[config.mk]
export PLATFORM = sky130hd
export DESIGN_NAME = btn_conditioner
export DESIGN_NICKNAME = d
export VERILOG_FILES = /design/src/rtl/btn_pkg.sv /design/src/rtl/debounce_channel.sv /design/src/rtl/btn_conditioner.sv
export SDC_FILE = /design/constraint.sdc
export NUM_CORES = 1
export LEC_CHECK = 0
export CAP_MARGIN = 20
export CORE_MARGIN = 5
export CORE_UTILIZATION = 45
export DETAILED_ROUTE_END_ITERATION = 10
export DONT_BUFFER_PORTS = 1
export PLACE_DENSITY = 0.6
export SLEW_MARGIN = 20
export SYNTH_ARGS = -nofsm -noshare
export SYNTH_HDL_FRONTEND = slang
export SYNTH_SLANG_ARGS = --single-unit
[constraint.sdc]
create_clock -name clk -period 5.43 [get_ports clk]
set_input_delay 0.543 -clock clk [delete_from_list [all_inputs] [get_ports clk]]
set_output_delay 0.543 -clock clk [all_outputs]
set_load 0.05 [all_outputs]
[src/rtl/btn_pkg.sv]
// btn_pkg: shared debounce FSM states, default timing constants and counter sizing
package btn_pkg;
  typedef enum logic [1:0] {IDLE, PRESS_WAIT, HELD, RELEASE_WAIT} deb_state_t;
  localparam int DEB_CYCLES_DEF = 500000;
  localparam int REPEAT_START_DEF = 25000000;
  localparam int REPEAT_PERIOD_DEF = 5000000;
  function automatic int cnt_width(input int a, input int b, input int c);
    int m;
    m = a > b ? a : b;
    m = m > c ? m : c;
    return $clog2(m) + 1;
  endfunction
endpackage

[src/rtl/debounce_channel.sv]
// debounce_channel: 2-FF synchroniser, debounce FSM and one-cycle press pulse for one active-low button
module debounce_channel
  import btn_pkg::*;
#(
  parameter int DEB_CYCLES = DEB_CYCLES_DEF,
  parameter int CNT_W = cnt_width(DEB_CYCLES_DEF, REPEAT_START_DEF, REPEAT_PERIOD_DEF)
) (
  input  logic clk,
  input  logic rst,
  input  logic raw_i,
  output logic clean_o,
  output logic pulse_o
);
  localparam logic [CNT_W-1:0] DEB = CNT_W'(DEB_CYCLES);
  localparam logic INSTANT = DEB_CYCLES <= 1;
  logic s1_q, s2_q, clean_q, clean_d, pulse_q, pulse_d, done;
  logic [CNT_W-1:0] cnt_q, cnt_d, cnt_inc;
  deb_state_t state_q, state_d;
  assign cnt_inc = &cnt_q ? cnt_q : cnt_q + 1'b1;
  assign done = cnt_inc >= DEB;
  // the counter holds the number of stable samples seen so far, so the change is accepted on the sample that makes it DEB
  always_comb begin
    state_d = state_q;
    cnt_d = cnt_q;
    clean_d = clean_q;
    pulse_d = 1'b0;
    case (state_q)
      IDLE: if (!s2_q) begin
        state_d = INSTANT ? HELD : PRESS_WAIT;
        cnt_d = INSTANT ? '0 : CNT_W'(1);
        clean_d = ~INSTANT;
        pulse_d = INSTANT;
      end
      PRESS_WAIT: begin
        state_d = s2_q ? IDLE : (done ? HELD : PRESS_WAIT);
        cnt_d = (s2_q || done) ? '0 : cnt_inc;
        clean_d = ~(!s2_q && done);
        pulse_d = !s2_q && done;
      end
      HELD: if (s2_q) begin
        state_d = INSTANT ? IDLE : RELEASE_WAIT;
        cnt_d = INSTANT ? '0 : CNT_W'(1);
        clean_d = INSTANT;
      end
      RELEASE_WAIT: begin
        state_d = !s2_q ? HELD : (done ? IDLE : RELEASE_WAIT);
        cnt_d = (!s2_q || done) ? '0 : cnt_inc;
        clean_d = s2_q && done;
      end
      default: begin
        state_d = IDLE;
        cnt_d = '0;
        clean_d = 1'b1;
      end
    endcase
  end
  always_ff @(posedge clk) begin
    if (!rst) begin
      s1_q <= 1'b1;
      s2_q <= 1'b1;
      state_q <= IDLE;
      cnt_q <= '0;
      clean_q <= 1'b1;
      pulse_q <= 1'b0;
    end else begin
      s1_q <= raw_i;
      s2_q <= s1_q;
      state_q <= state_d;
      cnt_q <= cnt_d;
      clean_q <= clean_d;
      pulse_q <= pulse_d;
    end
  end
  assign clean_o = clean_q;
  assign pulse_o = pulse_q;
endmodule

[src/rtl/btn_conditioner.sv]
// btn_conditioner: debounces the decrement/reset buttons, adds decrement auto-repeat and reset-over-decrement priority
module btn_conditioner
  import btn_pkg::*;
#(
  parameter int DEB_CYCLES = DEB_CYCLES_DEF,
  parameter int REPEAT_START = REPEAT_START_DEF,
  parameter int REPEAT_PERIOD = REPEAT_PERIOD_DEF,
  parameter int CNT_W = cnt_width(DEB_CYCLES, REPEAT_START, REPEAT_PERIOD)
) (
  input  logic clk,
  input  logic rst,
  input  logic btn_decrement_raw,
  input  logic btn_reset_raw,
  output logic btn_decrement,
  output logic btn_reset,
  output logic dec_pulse,
  output logic rst_pulse
);
  logic dec_clean, dec_press, rst_clean, rst_press, held;
  logic seen_q, seen_d, rep_q, rep_d;
  logic [CNT_W-1:0] hold_q, hold_d, hold_inc, hold_tgt;
  debounce_channel #(.DEB_CYCLES(DEB_CYCLES), .CNT_W(CNT_W)) u_dec (
    .clk(clk), .rst(rst), .raw_i(btn_decrement_raw), .clean_o(dec_clean), .pulse_o(dec_press)
  );
  debounce_channel #(.DEB_CYCLES(DEB_CYCLES), .CNT_W(CNT_W)) u_rst (
    .clk(clk), .rst(rst), .raw_i(btn_reset_raw), .clean_o(rst_clean), .pulse_o(rst_press)
  );
  // hold_q restarts after every repeat, so it is compared against the start delay first and the period afterwards
  always_comb begin
    held = ~dec_clean & rst_clean;
    hold_inc = &hold_q ? hold_q : hold_q + 1'b1;
    hold_tgt = seen_q ? CNT_W'(REPEAT_PERIOD) : CNT_W'(REPEAT_START);
    rep_d = held & (hold_inc == hold_tgt);
    hold_d = (held & ~rep_d) ? hold_inc : '0;
    seen_d = held & (seen_q | rep_d);
  end
  always_ff @(posedge clk) begin
    if (!rst) begin
      hold_q <= '0;
      seen_q <= 1'b0;
      rep_q <= 1'b0;
    end else begin
      hold_q <= hold_d;
      seen_q <= seen_d;
      rep_q <= rep_d;
    end
  end
  assign btn_decrement = dec_clean | ~rst_clean | rep_q;
  assign dec_pulse = rst_clean & (dec_press | (rep_q & ~dec_clean));
  assign btn_reset = rst_clean;
  assign rst_pulse = rst_press;
endmodule

**Yosys cells after proc, flatten, opt, wreduce, memory -nomap -nowiden**

Cells that the tools add are included.

- Register bits: 92
- Bits of input ports: 4

- Add/subtract/negate cells: 3
- Muxes and demuxes: 34
- Reductions and logical operators: 20
- Equality and inequality tests: 11
- Bitwise operators: 15
- Order comparisons: 2

Operators by type and width:

| operator | number |
|---|---|
| $mux W26 | 11 |
| $pmux W26 S4 | 2 |
| $add A26 B1 Y26 const B | 3 |
| $reduce_and A26 Y1 | 3 |
| $ge A26 B19 Y1 const B | 2 |
| $eq A26 B25 Y1 | 1 |
| $mux W25 | 1 |
| $mux W2 | 12 |
| $pmux W2 S4 | 2 |
| $reduce_and A2 Y1 | 5 |
| $eq A2 B2 Y1 const B | 4 |
| $pmux W1 S4 | 2 |
| $and A1 B1 Y1 | 6 |
| $not A1 Y1 | 5 |
| $eq A2 B1 Y1 const B | 2 |
| $logic_and A1 B1 Y1 | 4 |
| $logic_not A2 Y1 | 2 |
| $logic_or A1 B1 Y1 | 4 |
| $mux W1 | 4 |
| $ne A2 B1 Y1 const B | 2 |
| $ne A2 B2 Y1 const B | 2 |
| $or A1 B1 Y1 | 4 |
| $logic_not A1 Y1 | 2 |

**Longest topological paths before layout**

Gate-level depths: netlist (run 1).

- Word-level depth: 7
- Depth in mapped cells: 12
- Mapped depth without buffers: 10

**By module**

From an unflattened synthesis (run 1), not the netlist that was laid out.

- Cell total of the unflattened synthesis: 707
- Area total of the unflattened synthesis: 5615.4 um^2

By module, submodules not included:

| module | cells an instance | instances | sequential area each (um^2) | area each (um^2) |
|---|---|---|---|---|
| debounce_channel | 252 | 2 | 640.6 | 1969.4 |
| btn_conditioner | 203 | 1 | 560.5 | 1676.6 |

**Least setup slack after synthesis (run 1)**

Ideal clock, no wire load.

- Kind: register -> register
- Start point: register u_rst.cnt_q[0]
- End point: register u_rst.cnt_q[11]
- Setup slack: 2278 ps
- Cell stages (with the launch flop): 12
- Data required time: 5368 ps
- Buffers on the path: 1
- Arrival time: 3090 ps
- Cell sequence: dfxtp_1 ha_1 nand3_1 or4_4 nor3_4 nor4_1 xor2_1 or3_4 or3_1 clkbuf_1 or3_1 nand3_1

- Longest elaborated chain between the ends: 6

Ends and longest elaborated chain:

| what | RTL line | source |
|---|---|---|
| from (decl) | debounce_channel.sv:17 | `logic [CNT_W-1:0] cnt_q, cnt_d, cnt_inc;` |
| from (signal assigned) | debounce_channel.sv:69 | `cnt_q <= cnt_d;` |
| $add A26 B1 Y26 / $reduce_and A26 Y1 (equally long branches) | debounce_channel.sv:19 | `assign cnt_inc = &cnt_q ? cnt_q : cnt_q + 1'b1;` |
| $mux W26 * | debounce_channel.sv:19 |  |
| $ge A26 B19 Y1 | debounce_channel.sv:20 | `assign done = cnt_inc >= DEB;` |
| $logic_or A1 B1 Y1 (on tied branches) | debounce_channel.sv:47, debounce_channel.sv:36 |  |
| $mux W26 (on tied branches) | debounce_channel.sv:47, debounce_channel.sv:36 |  |
| $pmux W26 S4 * | debounce_channel.sv:27 | `case (state_q)` |

Mark *: on every way between the ends. The rest lies on a longest branch, timed or not.
A chain may end at the register's enable or synchronous reset.

**Worst setup path after layout (run 1)**

- Start point: register u_dec.cnt_q[12]
- End point: register u_dec.cnt_q[3]

- Longest elaborated chain between the ends: 6

Ends and longest elaborated chain:

| what | RTL line |
|---|---|
| from (decl) | debounce_channel.sv:17 |
| from (signal assigned) | debounce_channel.sv:69 |
| $add A26 B1 Y26 / $reduce_and A26 Y1 (equally long branches) | debounce_channel.sv:19 |
| $mux W26 * | debounce_channel.sv:19 |
| $ge A26 B19 Y1 | debounce_channel.sv:20 |
| $logic_or A1 B1 Y1 (on tied branches) | debounce_channel.sv:47, debounce_channel.sv:36 |
| $mux W26 (on tied branches) | debounce_channel.sv:47, debounce_channel.sv:36 |
| $pmux W26 S4 * | debounce_channel.sv:27 |

Marks and branches as above.

==> summary.md, run 1 <==
| Metric | Value |
|---|---|
| Status | `finished, final reports clean` |
| CP Class | `reg2reg` |
| Die X | `about 120 µm` |
| Tcrit/Tclk final | `slightly below 70%` |
| Crit path max fanout | `14` |
| Hold depth | `1` |
| VDD IR max | `between 0.00015 and 0.0002 V` |
| Min Tclk post-route | `3.729 ns` |
| Wire per inst | `around 16 µm` |
| Slew margin rel. | `roughly a third` |
| Vert. Die Dim | `118.7 µm` |
| P per Cell Area | `245.8 nW/µm²` |
| Endpoints failing setup | `0` |
| First-pass GRT wire length | `22.02 mm` |
| Initial Util | `46.21%` |
| Root Buffer | `clkbuf_16` |
| Max-Cap Viols | `0` |
| CTS Hold Buffers Added | `0` |
| CP required | `about 5.7 ns` |
| Layout Skew | `between 0.01 and 0.015 ns` |
| Net Sw Power | `approximately 300 µW` |
| Die Area | `14100 µm²` |
| Mapped Nets | `691` |
| Total power | `1403 µW` |
| Hold WC Path Type | `in2reg` |
| Crit-path max cell delay | `roughly 0.75 ns` |
| Row cnt | `39` |
| Total Wirelength | `12.80 mm` |
| CTS H-tree lvls | `3` |
| Total Routing Usage GR | `a little under a fifth` |
| Core ar. | `roughly 12000 µm²` |
| Sequential-to-total area share from yosys stat | `about 35%` |
| Worst R2R Setup Slack | `approximately 1.7 ns` |
| Total global routing overflow | `0` |
| Area Overhead vs Synth | `7.313%` |
| Commonest cells after routing, fill and taps aside | `dfxtp_1 (92), nand2_1 (73), nand3_1 (55), nor2_1 (53)` |
| Reg2reg path depth | `9` |
| Reg2reg start | `u_dec.cnt_q[12]$_SDFFE_PN0P_` |
| DR iter-0 viols | `~400` |
| RSZ-0062 raised after global routing | `false` |
| CTS resizes | `0` |
| YS warnings | `0` |
| Leakage | `between 0.0015 and 0.002 µW` |
| Reg-to-Reg End | `u_dec.cnt_q[3]$_SDFFE_PN0P_` |
| Distinct cells, synth | `a little under 70` |
| Skew-Pair Late Insertion Delay | `0.36 ns` |
| Largest net degree at the start of global routing | `24` |
| Layout cell share with drive strength beyond 1 | `under 10%` |
| Syn Std Cell Area | `between 5000 and 6000 µm²` |
| Synthesized area per cell | `7.780 µm²` |
| Maximum clock insertion buffer count | `2` |
| Clock-pin slew on the worst setup and hold paths | `0.07 ns` |
| Detail Route Antenna Nets | `0` |
| CP Buf/Inv Count | `0` |
| Final Wtd Congestion | `0.9365` |
| Ordered list of cells on the worst path | `nand4_1 -> nor4_2 -> and2_1 -> nand4_1 -> a221o_1 -> nor4b_1 -> and2_0 -> o21ai_0 -> a21oi_1` |
| Nets@finish | `665` |
| Vias per inst | `between 6 and 7` |
| Setup TNS | `0 ns` |
| Initial antenna violation count | `0` |
| Detail Placement HPWL | `9.061 mm` |
| CTS buffer count | `9` |
| IO Count | `8` |
| Hold endpoint | `u_rst.s1_q$_SDFF_PN1_` |
| Slew @ Worst Pin | `a little over 1 ns` |
| Clock Power Share | `50.1%` |
| Logic gate share of total power | `under 10%` |
| Synthesized flop and latch total | `between 90 and 100` |
| Post-CTS Setup Bufs | `0` |
| Sw frac | `between 20% and 30%` |
| Most frequent CP cell | `nand4_1` |
| Final Hold Viols | `0` |
| Post-synthesis cell count | `684` |
| # DRC | `0` |
| CP Launch Type | `flip-flop` |
| Hold path startpoint | `rst` |
| Routed via count | `roughly 5000` |
| Post-synth top flop | `dfxtp_1` |
| Drt pass-1 iters | `5` |
| Fmax | `roughly 0.27 GHz` |
| CTS tree | `built` |
| CP top delay family | `simple AND/OR/NAND/NOR gates` |
| Vias in the first global route | `around 4500` |
| Slowest-stage cell, CP | `and2_0` |
| Ant. Diodes | `0` |
| Port Buffers | `0` |
| CTS Sinks | `between 90 and 100` |
| Seq pwr share | `roughly half` |
| Post-synth EDFFs | `0` |
| Synth async-reset ratio | `0%` |
| Crit end category | `flip-flop` |
| Commonest non-fill, non-tap cell in the layout | `dfxtp_1` |
| Final-report max-slew violation count | `0` |
| Internal | `1103 µW` |
| Critical path arrival | `about 4.0 ns` |
==> registers in the layout (all words and copies together), names as in the netlist, 2 cells and up <==
name	cells
u_rst.state_q	2
u_dec.state_q	2
u_rst.cnt_q	26
u_dec.cnt_q	26
hold_q	26
==> metrics by stage <==
stage / setup WS (ns) / instances / cell area, µm² / hold WS [ns] / util (%)
2_1_floorplan: 2.278 / 684 / 5321 / 0.3863 / -
3_3_place_gp: 1.652 / 790 / 5364 / 0.4025 / 46.58
3_5_place_dp: 1.777 / 790 / 5376 / 0.4005 / 46.69
4_1_cts: 1.774 / 806 / 5710 / 0.2567 / 49.59
5_1_grt: 1.374 / 806 / 5710 / 0.2575 / 49.59
6_report: 1.701 / 806 / 5710 / 0.2682 / 49.59
==> final cells by class <==
| cell class | instances | area [µm²] |
|---|---|---|
| Sequential cell | 92 | 1842 |
| Inverter | 10 | 37.54 |
| Fill cell | 1141 | 5806 |
| Clock buffer | 10 | 239.0 |
| Clock inverter | 6 | 95.09 |
| Timing Repair Buffer | 1 | 7.507 |
| Tap cell | 143 | 178.9 |
| Multi-Input combinational cell | 544 | 3311 |
==> layer usage <==
metal	up-vias	global-route usage [%]	share of wire, %
met1	2348	25.74	49
met4	0	7.096	1.7
met5	-	0	0
li1	2488	-	-
met3	15	2.818	4.3
met2	126	29.31	45
==> power by group through the flow <==
stage                     logic [µW]  registers (µW)  clock network, µW
after floorplan                 15.9             694                  0
after global placement          19.2             695                  0
after detailed placement        19.9             695                  0
after CTS                       20.0             680                717
after global routing            22.8             680                747
final                           19.8             680                704
==> cells in the mapped netlist (4+ instances only) <==
cell type | instances | area (µm²)
xor2_1 | 17 | 148.9
inv_1 | 10 | 37.54
nand4_1 | 28 | 175.2
nor2b_1 | 7 | 43.79
and3_1 | 23 | 143.9
mux2i_1 | 4 | 40.04
nor2_1 | 53 | 198.9
nand2_1 | 73 | 274.0
clkbuf_1 | 28 | 105.1
nor4_1 | 11 | 68.82
or3_1 | 19 | 118.9
nor3b_1 | 4 | 30.03
nand2b_1 | 7 | 43.79
nor3_1 | 19 | 95.09
and4_1 | 10 | 87.58
buf_2 | 9 | 45.04
a21oi_1 | 32 | 160.2
dfxtp_1 | 92 | 1842
or4_1 | 5 | 37.54
o211ai_1 | 5 | 37.54
nor4_2 | 4 | 50.05
and2_1 | 24 | 150.1
xnor2_1 | 17 | 148.9
a31oi_1 | 16 | 100.1
nand3_1 | 55 | 275.3
o21ai_0 | 32 | 160.2
o311ai_0 | 6 | 52.55
==> worst max-delay path by stage <==
stage                                 start                            to  slack [ns]  depth (start not counted)
3_3_place_gp    u_rst.cnt_q[0]$_SDFFE_PN0P_  u_rst.cnt_q[17]$_SDFFE_PN0P_        1.65                         10
6_report       u_dec.cnt_q[12]$_SDFFE_PN0P_   u_dec.cnt_q[3]$_SDFFE_PN0P_        1.70                          9
2_1_floorplan   u_rst.cnt_q[0]$_SDFFE_PN0P_  u_rst.cnt_q[11]$_SDFFE_PN0P_        2.28                         11
3_5_place_dp   u_dec.cnt_q[12]$_SDFFE_PN0P_   u_dec.cnt_q[3]$_SDFFE_PN0P_        1.78                          9
4_1_cts        u_dec.cnt_q[12]$_SDFFE_PN0P_   u_dec.cnt_q[3]$_SDFFE_PN0P_        1.77                          9
5_1_grt                hold_q[7]$_SDFF_PN0_         hold_q[11]$_SDFF_PN0_        1.37                          9
==> cells by family after synthesis <==
kind of cell	count (synthesis)	share of synthesized area [%]
and+or+nand+nor	363	37.34
xor gates and xnor gates	34	5.596
DFF	92	34.61
adders and majority gates	3	0.7055
muxes	4	0.7524
AOI/OAI and AO/OA	140	17.40
buffers and inverters	48	3.597
Power figures use the tool's default switching activity.
==> run 2: changes to the inputs <==
--- a/config.mk
+++ b/config.mk
@@ -5,6 +5,7 @@
 export SDC_FILE = /design/constraint.sdc
 export NUM_CORES = 1
 export LEC_CHECK = 0
+export ABC_AREA = 1
 export CAP_MARGIN = 20
 export CORE_MARGIN = 5
 export CORE_UTILIZATION = 45
==> constraint.sdc (replaced) <==
create_clock -name clk -period 3.7 [get_ports clk]
set_input_delay 0.37 -clock clk [delete_from_list [all_inputs] [get_ports clk]]
set_output_delay 0.37 -clock clk [all_outputs]
set_load 0.05 [all_outputs]
==> run 2 against run 1 <==
Clock power grew 30%. Largest power group is now sequential cells. Sequential power up 47%. Count of clock-buffer cells in the layout is 1 lower. Largest cell class unchanged. Register-to-register slack worse by 0.92 ns. Critical endpoint is now u_dec.state_q[1]$_SDFFE_PN0P_. Highest routed layer unchanged.
==> summary.md, run 2 <==
| Metric | Value |
|---|---|
| Status | `finished, final reports clean` |
| Detail Route Antenna Nets | `0` |
| Sequential-to-total area share from yosys stat | `30.81%` |
| Initial antenna violation count | `0` |
| Slew @ Worst Pin | `approximately 1 ns` |
| Adder-Cell Fraction of Synth Area | `less than 1%` |
| Core ar. | `~13000 µm²` |
| Root Buffer | `clkbuf_16` |
| Crit end category | `flip-flop` |
| Slew margin rel. | `31.43%` |
| Commonest cells after routing, fill and taps aside | `nand2_1 (300), nor2_1 (143), inv_1 (110), dfxtp_1 (92), nand3_1 (72)` |
| Synth Area in Compound Gates | `under 10%` |
| CTS tree | `built` |
| CP Class | `reg2reg` |
| Yosys top cell area share | `between 30% and 40%` |
| Vias in the first global route | `5363` |
| Crit path max fanout | `27` |
| Synthesized area per cell | `just over 6 µm²` |
| Maximum clock insertion buffer count | `2` |
| Layout cell share with drive strength beyond 1 | `under 10%` |
| Ant. Diodes | `0` |
| CTS Hold Buffers Added | `0` |
| Setup TNS | `0 ns` |
| Wire per inst | `roughly 13 µm` |
| Row cnt | `42` |
| First-pass GRT wire length | `around 26 mm` |
| Synthesized flop and latch total | `92` |
| Final Hold Viols | `0` |
| Top-count cell post-synth | `nand2_1` |
| Fill count | `1436` |
| Leakage | `between 0.002 and 0.003 µW` |
| Total global routing overflow | `0` |
| Post-synth EDFFs | `0` |
| VDD IR max | `between 0.0002 and 0.00025 V` |
| Top flop regs | `hold_q x26, u_dec.cnt_q x26, u_rst.cnt_q x26` |
| Final Wtd Congestion | `around 0.9` |
| Initial Util | `a little under half` |
| Max-Cap Viols | `0` |
| Vert. Die Dim | `125.3 µm` |
| Post-synthesis cell count | `between 900 and 1000` |
| Final-report max-slew violation count | `0` |
| Post-CTS Setup Bufs | `0` |
| YS warnings | `0` |
| Total Wirelength | `about 15 mm` |
| Fmax | `approximately 0.34 GHz` |
| Commonest non-fill, non-tap cell in the layout | `nand2_1` |
| Xor and xnor area share after synthesis | `around 6.6%` |
| Endpoints failing setup | `0` |
| CP required | `approximately 3.9 ns` |
| Post-synth top cells | `nand2_1 (300), nor2_1 (144), inv_1 (111)` |
| Layout Skew | `roughly 0.0053 ns` |
| Largest net degree at the start of global routing | `between 40 and 50` |
| Min Tclk post-route | `~2.9 ns` |
| Die X | `~130 µm` |
| P per Cell Area | `approximately 310 nW/µm²` |
| Routed via count | `5756` |
| RSZ-0062 raised after global routing | `false` |
| Final instance area | `~6400 µm²` |
| Tcrit/Tclk final | `between 70% and 80%` |
| CTS resizes | `0` |
| Share of cell area taken by muxes after synthesis | `0%` |
| DR iter-0 viols | `between 300 and 400` |
| Hold WC Path Type | `in2reg` |
| Vias per inst | `around 5.0` |
| Area contributors post-synth | `dfxtp_1 (31%), nand2_1 (19%), nor2_1 (9.0%), inv_1 (7.0%), nand3_1 (6.0%)` |
| Detail Placement HPWL | `approximately 11 mm` |
| Mapped Nets | `980` |
| Syn Std Cell Area | `approximately 6000 µm²` |
| Largest family of logic cells by synthesized area | `simple AND/OR/NAND/NOR gates` |
| Post-synth top area cell | `dfxtp_1` |
| Critical path arrival | `around 3.1 ns` |
| Total power | `between 1500 and 2000 µW` |
| CTS Sinks | `around 90` |
| Simple-Gate Fraction of Synth Area | `46.91%` |
| CP Launch Type | `flip-flop` |
| Post-synth top flop | `dfxtp_1` |
| Synth async-reset ratio | `0%` |
| Total Routing Usage GR | `between 10% and 20%` |
| Drt pass-1 iters | `5` |
| CTS H-tree lvls | `3` |
| Post-DP Area | `just over 6000 µm²` |
| Die Area | `about 16000 µm²` |
| # DRC | `0` |
| CTS buffer count | `9` |
| Clock-pin slew on the worst setup and hold paths | `~0.07 ns` |
| Nets@finish | `972` |
| Skew-Pair Late Insertion Delay | `0.35 ns` |
| Port Buffers | `0` |
| Distinct cells, synth | `32` |
| Area Overhead vs Synth | `6.699%` |
| IO Count | `8` |
[run 2: cells by family after synthesis]
logic type                 count (synthesis)
DFF                                       92
AOI/OAI and AO/OA                         63
buffers and inverters                    138
and+or+nand+nor                          632
xor gates and xnor gates                  45
adders and majority gates                  3
[run 2: per-stage QoR]
step	hold WS [ns]	instances	utilization [%]	setup WS, ns
after floorplan	0.3925	973	-	1.479
after global placement	0.3932	1130	46.30	0.7964
after detailed placement	0.4035	1130	46.30	0.7651
after CTS	0.06658	1146	48.52	0.7395
after global routing	0.07865	1146	48.54	0.3836
final	0.08362	1146	48.54	0.7791
[run 2: final cells by class]
type                       count  area (µm²)  area share (%)
multi-input combinational    743        3560           55.82
tap                          176       220.2           3.453
timing repair buffer           4       30.03          0.4709
inverter                     115       434.2           6.808
clock buffer                   9       225.2           3.531
sequential                    92        1842           28.88
clock inverter                 7       66.31           1.040
[run 2: final timing paths]
kind,slack [ns],end,startpoint,cells past startpoint
setup / recovery,0.78,u_dec.state_q[1]$_SDFFE_PN0P_,u_dec.cnt_q[0]$_SDFFE_PN0P_,16
hold / removal,0.08,u_rst.clean_o$_SDFFE_PN1P_,rst,1
setup reg to reg,0.78,u_dec.state_q[1]$_SDFFE_PN0P_,u_dec.cnt_q[0]$_SDFFE_PN0P_,16
hold reg to reg,0.42,u_rst.s2_q$_SDFF_PN1_,u_rst.s1_q$_SDFF_PN1_,1
[run 2: routing by layer]
metal / global-route usage (%) / vias up / part of all wire, %
li1: - / 3056 / -
met3: 3.326 / 22 / 3.8
met2: 32.55 / 104 / 47
met4: 5.804 / 0 / 1.9
met5: 0 / - / 0
met1: 25.81 / 2574 / 48
[run 2: worst max-delay path: stages (launching register included)]
cell and delay, ns:
dfxtp_1 0.43, ha_1 0.27, nand2_2 0.12, nor2_4 0.21, nand2_2 0.14, nor2_4 0.17
nand2_4 0.20, inv_2 0.17, a21oi_1 0.09, nor2_1 0.10, nand2_1 0.05, nor2_1 0.18
nand3_4 0.25, nand2_1 0.15, nand2_1 0.09, nand2_1 0.09, a21oi_1 0.07
[run 2: power by group]
part           internal (µW)  switching [µW]  total [µW]  leakage [µW]
clock                    474             444         918      0.000138
combinational           12.9            42.4        55.3       0.00164
sequential               995            5.91        1000      0.000743
total                   1480             492        1970       0.00252
==> run 3: changes to the inputs <==
--- a/config.mk
+++ b/config.mk
@@ -11,7 +11,7 @@
 export CORE_UTILIZATION = 45
 export DETAILED_ROUTE_END_ITERATION = 10
 export DONT_BUFFER_PORTS = 1
-export PLACE_DENSITY = 0.6
+export PLACE_DENSITY = 0.62
 export SLEW_MARGIN = 20
 export SYNTH_ARGS = -nofsm -noshare
 export SYNTH_HDL_FRONTEND = slang
==> constraint.sdc (replaced) <==
create_clock -name clk -period 2.5 [get_ports clk]
set_input_delay 0.25 -clock clk [delete_from_list [all_inputs] [get_ports clk]]
set_output_delay 0.25 -clock clk [all_outputs]
set_load 0.05 [all_outputs]
==> run 3 against run 2 <==
Worst setup slack lost 0.64 ns. First-iteration DRC count shrank 4.6%. Clock skew grew 0.0037 ns. Largest cell class unchanged. Largest power group unchanged. Highest routed layer unchanged.
==> summary.md, run 3 (same netlist as run 2, synthesis figures left out) <==
| Metric | Value |
|---|---|
| Crit path max fanout | `12` |
| Crit-path max cell delay | `0.34 ns` |
| P per Cell Area | `around 420 nW/µm²` |
| Total Routing Usage GR | `20.50%` |
| Maximum clock insertion buffer count | `2` |
| Wire per inst | `~13 µm` |
| CP Launch Type | `flip-flop` |
| CP top delay family | `simple AND/OR/NAND/NOR gates` |
| Total power | `between 2000 and 3000 µW` |
| Total Wirelength | `about 16 mm` |
| Drt pass-1 iters | `5` |
| Total global routing overflow | `0` |
| Routed via count | `roughly 6000` |
| CP Buf/Inv Count | `3` |
| Crit end category | `flip-flop` |
| CTS H-tree lvls | `3` |
| Area Overhead vs Synth | `16.50%` |
| CP required | `between 2 and 3 ns` |
| Setup TNS | `0 ns` |
| Area of the multi-input gates | `about 3700 µm²` |
| Tcrit/Tclk final | `94.47%` |
| CTS tree | `built` |
| Endpoints failing setup | `0` |
| DR iter-0 viols | `between 300 and 400` |
| Crit. path cell count | `15` |
| Die X | `125.3 µm` |
| Reg area | `1851 µm²` |
| Slew margin rel. | `between 60% and 70%` |
| Die Area | `around 16000 µm²` |
| Vert. Die Dim | `roughly 130 µm` |
| Vias in the first global route | `roughly 5600` |
| Largest net degree at the start of global routing | `28` |
| Row cnt | `42` |
| Reg2reg path depth | `15` |
| # DRC | `0` |
| Detail Placement HPWL | `11.94 mm` |
| Core ar. | `13140 µm²` |
| Fmax | `0.4234 GHz` |
| Final Wtd Congestion | `just under 1` |
| Layout Skew | `between 0.008 and 0.009 ns` |
| CTS Sinks | `92` |
| Skew-Pair Late Insertion Delay | `~0.36 ns` |
| Leakage | `roughly 0.0028 µW` |
| Top flop regs | `hold_q x26, u_dec.cnt_q x26, u_rst.cnt_q x26` |
| First-pass GRT wire length | `around 27 mm` |
| Hold WC Path Type | `in2reg` |
| Final instance area | `about 7000 µm²` |
| Min Tclk post-route | `about 2.4 ns` |
| Hold depth | `2` |
| IO Count | `8` |
| Port Buffers | `0` |
| Vias per inst | `5.019` |
| CTS buffer count | `9` |
| Fill count | `about 1400` |
| Slew @ Worst Pin | `0.5171 ns` |
| Slowest-stage cell, CP | `dfxtp_2` |
| Root Buffer | `clkbuf_16` |
| Final Hold Viols | `0` |
| VDD IR max | `roughly 0.00028 V` |
| Critical path arrival | `around 2.6 ns` |
| Status | `finished, final reports clean` |
| Max-Cap Viols | `0` |
| CP Class | `reg2reg` |
| Layout cell share with drive strength beyond 1 | `~14%` |
| Clock-pin slew on the worst setup and hold paths | `0.06 ns` |
| Final-report max-slew violation count | `0` |
| Min Hold Slack | `about 0.026 ns` |
| Commonest cells after routing, fill and taps aside | `nand2_1 (298), nor2_1 (131), inv_1 (109), dfxtp_1 (85), nand3_1 (72)` |
| Detail Route Antenna Nets | `0` |
| Ordered list of cells on the worst path | `ha_1 -> inv_1 -> nor3_4 -> nand2_2 -> nor2_4 -> nand2_4 -> clkinvlp_4 -> or2_2 -> nor3_2 -> nand3b_1 -> nor2_2 -> nand2_2 -> nand2_4 -> buf_12 -> nor2_1` |
| Ant. Diodes | `0` |
| Commonest non-fill, non-tap cell in the layout | `nand2_1` |
| Post-DP Area | `between 6000 and 7000 µm²` |
| Initial Util | `between 40 and 50%` |
| Initial antenna violation count | `0` |
| Nets@finish | `just over 1000` |
run 3: repair_timing:
action / in CTS / in global routing
hold buffers: 3 / 0
pin swaps: 0 / 8
cloned: 0 / 3
hold endpoints to repair: 3 / 0
gates resized for setup: 2 / 39
endpoints found under the setup margin: 17 / 67
buffers inserted: 0 / 4
run 3: cell type report:
cell class	count	area share, %
clock buffers	11	3.342
clock inverters	4	0.7367
inverters	115	6.433
multi-input cells	745	52.92
flip-flops and latches	92	26.58
well taps	176	3.163
repair buffers	53	6.721
repair inverters	1	0.1078
run 3: final timing paths:
path | startpoint | to | slack [ns]
max | hold_q[1]$_SDFF_PN0_ | hold_q[3]$_SDFF_PN0_ | 0.14
min | rst | u_rst.cnt_q[1]$_SDFFE_PN0P_ | 0.03
max reg2reg | hold_q[1]$_SDFF_PN0_ | hold_q[3]$_SDFF_PN0_ | 0.14
min reg2reg | u_rst.s1_q$_SDFF_PN1_ | u_rst.s2_q$_SDFF_PN1_ | 0.41
run 3: power by group:
| group | leakage, µW | internal [µW] | switching (µW) | total, µW |
|---|---|---|---|---|
| Combinational | 0.00196 | 35.1 | 70.3 | 105 |
| Sequential | 0.000746 | 1470 | 5.82 | 1480 |
| Clock | 0.000136 | 770 | 589 | 1360 |
| Total | 0.00284 | 2280 | 666 | 2950 |
run 3: per-stage QoR:
| stage | setup slack [ns] | utilization (%) | std cells |
|---|---|---|---|
| CTS | 0.01140 | 51.51 | 1190 |
| finish | 0.1384 | 53.00 | 1197 |
| global route | -0.09270 | 53.00 | 1197 |
| global placement | 0.03105 | 49.09 | 1172 |
| detailed placement | 0.006706 | 49.09 | 1172 |
| floorplan | 0.2791 | - | 973 |
run 3: per-layer routing:
metal	vias to the layer above	part of all wire, %	global-route usage, %
met5	-	0	0
met4	0	2.9	9.247
met3	24	3.6	2.601
met2	122	47	34.07
met1	2699	47	26.65
li1	3163	-	-
